--- src/rtl/clk_down_timer.sv ---
// Loadable down-counter with one-shot / auto-reload modes, done handshake and terminal-count pulse.
// Optional prescaler on the count tick is enabled by defining CLK_DOWN_TIMER_PRESCALE_EN.
module clk_down_timer #(
    parameter int WIDTH = 8
) (
    input  logic             clk,
    input  logic             reset,
    input  logic             load,
    input  logic [WIDTH-1:0] load_val,
    input  logic             start,
    input  logic             enable,
    input  logic             clr,
    input  logic             periodic,
    input  logic             done_ack,
`ifdef CLK_DOWN_TIMER_PRESCALE_EN
    input  logic [3:0]       prescale,
`endif
    output logic [WIDTH-1:0] out,
    output logic             busy,
    output logic             done,
    output logic             tc
);

    typedef enum logic [1:0] {IDLE, RUN, DONE} state_t;

    state_t           state;
    logic [WIDTH-1:0] reloadReg;
    logic             periodicReg;
    logic             tick;
    logic [WIDTH-1:0] startVal;

    // A load in the same cycle as start takes priority over the stored reload value
    assign startVal = load ? load_val : reloadReg;

`ifdef CLK_DOWN_TIMER_PRESCALE_EN
    logic [3:0] prescaleReg;
    logic [3:0] preCount;

    assign tick = (state == RUN) && enable && (preCount == prescaleReg);
`else
    assign tick = (state == RUN) && enable;
`endif

    always_ff @(posedge clk or posedge reset) begin
        if (reset) begin
            state       <= IDLE;
            out         <= '0;
            reloadReg   <= '0;
            periodicReg <= 1'b0;
            busy        <= 1'b0;
            done        <= 1'b0;
            tc          <= 1'b0;
`ifdef CLK_DOWN_TIMER_PRESCALE_EN
            prescaleReg <= '0;
            preCount    <= '0;
`endif
        end else begin
            tc <= 1'b0;
            if (clr) begin
                state <= IDLE;
                out   <= '0;
                busy  <= 1'b0;
                done  <= 1'b0;
`ifdef CLK_DOWN_TIMER_PRESCALE_EN
                preCount <= '0;
`endif
            end else begin
                case (state)
                    IDLE: begin
                        if (load) begin
                            reloadReg <= load_val;
                            out       <= load_val;
                        end
                        if (start) begin
                            periodicReg <= periodic;
`ifdef CLK_DOWN_TIMER_PRESCALE_EN
                            prescaleReg <= prescale;
                            preCount    <= '0;
`endif
                            // A zero count finishes immediately without entering RUN
                            if (startVal != '0) begin
                                state <= RUN;
                                busy  <= 1'b1;
                                out   <= startVal;
                            end else begin
                                state <= DONE;
                                done  <= 1'b1;
                                tc    <= 1'b1;
                                out   <= '0;
                            end
                        end
                    end
                    RUN: begin
`ifdef CLK_DOWN_TIMER_PRESCALE_EN
                        if (enable) begin
                            preCount <= tick ? 4'd0 : preCount + 4'd1;
                        end
`endif
                        if (tick) begin
                            if (out == WIDTH'(1)) begin
                                tc <= 1'b1;
                                if (periodicReg) begin
                                    out <= reloadReg;
                                end else begin
                                    out   <= '0;
                                    state <= DONE;
                                    busy  <= 1'b0;
                                    done  <= 1'b1;
                                end
                            end else begin
                                out <= out - WIDTH'(1);
                            end
                        end
                    end
                    DONE: begin
                        if (done_ack) begin
                            state <= IDLE;
                            done  <= 1'b0;
                        end
                    end
                    default: begin
                        state <= IDLE;
                        busy  <= 1'b0;
                        done  <= 1'b0;
                    end
                endcase
            end
        end
    end

endmodule
--- config.mk ---
export PLATFORM = sky130hd
export DESIGN_NAME = clk_down_timer
export DESIGN_NICKNAME = d
export VERILOG_FILES = /design/src/rtl/clk_down_timer.sv
export SDC_FILE = /design/constraint.sdc
export NUM_CORES = 1
export LEC_CHECK = 0
export CORE_ASPECT_RATIO = 0.6
export CORE_MARGIN = 4
export CORE_UTILIZATION = 40
export DETAILED_ROUTE_END_ITERATION = 16
export PLACE_DENSITY = 0.67
export SLEW_MARGIN = 10
export SYNTH_ARGS = -nofsm -noshare
export SYNTH_HDL_FRONTEND = slang
export SYNTH_SLANG_ARGS = --single-unit
--- constraint.sdc ---
create_clock -name clk -period 2.1 [get_ports clk]
set_clock_uncertainty 0.2 [all_clocks]
set_input_delay 0.42 -clock clk [delete_from_list [all_inputs] [get_ports clk]]
set_output_delay 0.42 -clock clk [all_outputs]
set_load 0.01 [all_outputs]
==> reports/summary.txt <==
Synth cell types = 49
die width = 87.1 um
Antenna Nets Post-Route = 0
Final Setup Violations = 0
Syn Area/Cell = 9.95 sq um
vias per std cell = 5.83
final hold violation count = 0
Cell Area, Placed = 2040 sq um
# IOs = 27
internal reg-to-reg setup slack = 0.12 ns
clock latency on the worst-skew pair = 0.26 ns
Setup crit start = load_val[7]
Tot GR Track Use = 18.9%
post-synth top area cell = dfrtp_1
Util after Layout = 63.1%
Die Y = 55.5 um
worst flop-to-flop path startpoint = out[1]
overall power = 2800 uW
Max IR drop VDD = 647 uV
Layout Nets = 225
Syn-to-layout area delta = 43.7%
Synth Register Bits = 22
postcts setup bufs = 0
synthesized area = 1500 sq um
Post-synth EDFFs = 0
initial DRC count = 165
count leader, synth = dfrtp_1
worst r2r path cells = 6
crit path DAT = 2.02 ns
Main synth FF type = dfrtp_1
total congestion overflow = 0
DRT Wirelength = 4460 um
Initial Util = 43.9%
first-pass GRT wire length = 7370 um
leakage = 0.000933 uW
Residual DRC = 0
Slew Viols, Final = 0
register area share after synthesis = 36.6%
P per Cell Area = 1300 nW/um^2
Worst Path Required = 2.07 ns
Synth top cells by count = dfrtp_1 (22), a21oi_1 (11), mux2_2 (10)
status = completed
Max H-tree Level = 1
synth top area cells = dfrtp_1 (37%), mux2_2 (7.5%), mux2i_1 (4.7%)
clock sinks = 22
largest net degree at the start of global routing = 23
Synth Warn # = 0
diode count = 0
wire per inst = 17.8 um
share of the clock period used by the worst path = 97.6%
Hold Crit Class = input pin to async pin
via count = 1463
FMAX = 488 MHz
Max-Cap Viols = 0
Reg-to-Reg End = busy
Slew headroom = 75.3%
syn_nets = 169
Reg clk slew, reported paths = 0.08 ns
cts bufs inserted = 3
Synth top area share = 36.6%
CORE AREA = 3420 sq um
CTS tree = built
post-layout min period = 2.05 ns
Die Area = 4830 sq um
antenna violations before repair = 0
vias in the first global route = 1453
clk root buf = clkbuf_8
Std-Cell Rows = 16
Final GP Congestion = 0.910
WS Path Type = input pin to flop
crit end category = flop
proportion of layout cells with a drive suffix above 1 = 32.0%
Sum Neg Setup Slack = 0 ns
post-route cell area = 2160 sq um
critical path launch point type = input pin
Critical Path Fanout Max = 3
worst-margin pin slew = 0.371 ns
hpwl dp = 3400 um
Synth async-reset ratio = 100%
First-pass DRT Iterations = 4
Post-Syn Instances = 151
Max Buffers Root-to-Sink = 2
input/output buffers = 26
-- cell usage in the layout (no fill, tap or decap), drive strengths merged, types with 2 or more instances in the layout --
| cell | netlist | routed |
|---|---|---|
| a211oi | 2 | 2 |
| a21oi | 11 | 11 |
| a221o | 4 | 4 |
| a22o | 3 | 3 |
| buf | 4 | 34 |
| clkbuf | 5 | 4 |
| clkdlybuf4s50 | 0 | 23 |
| dfrtp | 22 | 22 |
| dlymetal6s2s | 0 | 2 |
| ha | 2 | 2 |
| inv | 8 | 8 |
| mux2 | 10 | 10 |
| mux2i | 7 | 7 |
| nand2 | 8 | 8 |
| nand2b | 5 | 5 |
| nand3 | 3 | 3 |
| nand3b | 2 | 2 |
| nand4 | 3 | 3 |
| nor2 | 8 | 8 |
| nor3b | 3 | 3 |
| nor4 | 6 | 6 |
| o211ai | 3 | 3 |
| o21ai | 4 | 4 |
| o31ai | 3 | 3 |
| or3 | 2 | 2 |
| or4 | 3 | 3 |
| xnor2 | 2 | 2 |
-- worst max-delay path: stages --
cell and delay [ns]:
clkdlybuf4s50_1 0.45, or4b_4 0.52, o22ai_4 0.21, a211oi_2 0.11
a2111oi_4 0.31
-- cell families (layout without fill, tap and decap cells) --
family	Yosys count	after routing	share of synthesized area [%]
xor gates and xnor gates	3	3	1.75
DFF	22	22	36.6
AOI/OAI and AO/OA	42	42	22.7
buffers and inverters	17	72	4.83
adders and majority gates	2	2	1.67
and+or+nand+nor	48	48	20.2
muxes	17	17	12.2
-- stage by stage --
step / hold WS [ns] / worst slack, ns / instances
5_1_grt: 0.352 / -0.00201 / 251
4_1_cts: 0.315 / 0.0173 / 251
3_5_place_dp: 0.375 / -0.336 / 247
2_1_floorplan: 0.209 / 0.156 / 151
3_3_place_gp: 0.352 / -0.249 / 247
6_report: 0.305 / 0.0495 / 251
-- worst max-delay path by stage --
| stage | to | cells after the start |
|---|---|---|
| after floorplan | out[0] | 7 |
| after global placement | done | 5 |
| after detailed placement | done | 5 |
| after CTS | done | 5 |
| after global routing | busy | 6 |
| final | done | 5 |
-- metal layers --
metal / wire length (um) / vias to the layer above / share of wire (%) / GRT usage (%)
li1: - / 690 / - / -
met2: 1940 / 72 / 43 / 27.7
met4: 61 / 0 / 1.4 / 3.94
met5: 0 / - / 0 / 0
met1: 2060 / 693 / 46 / 27.9
met3: 395 / 8 / 8.9 / 4.75
-- flip-flops by register name (all words and copies together), names as in the netlist --
register,count
busy,1
done,1
out,8
periodicReg,1
reloadReg,8
state,2
tc,1
-- final cells by class --
type                            instances  area, sq um
Sequential cell                        22          552
Inverter                                8         30.0
Multi-Input combinational cell        112          935
Timing Repair Buffer                   60          532
Fill cell                             267         1260
Clock buffer                            4         55.1
Tap cell                               45         56.3
-- where the power goes --
part / internal, uW / switching, uW
Combinational: 848 / 728
Clock: 167 / 136
Sequential: 608 / 312
Total: 1620 / 1180
-- timing repair --
action,CTS,global route
pin swaps,1,3
hold buffers,0,0
resized for setup,5,11
endpoints found under the setup margin,6,9
No activity file was read; power rests on OpenSTA's default activity.
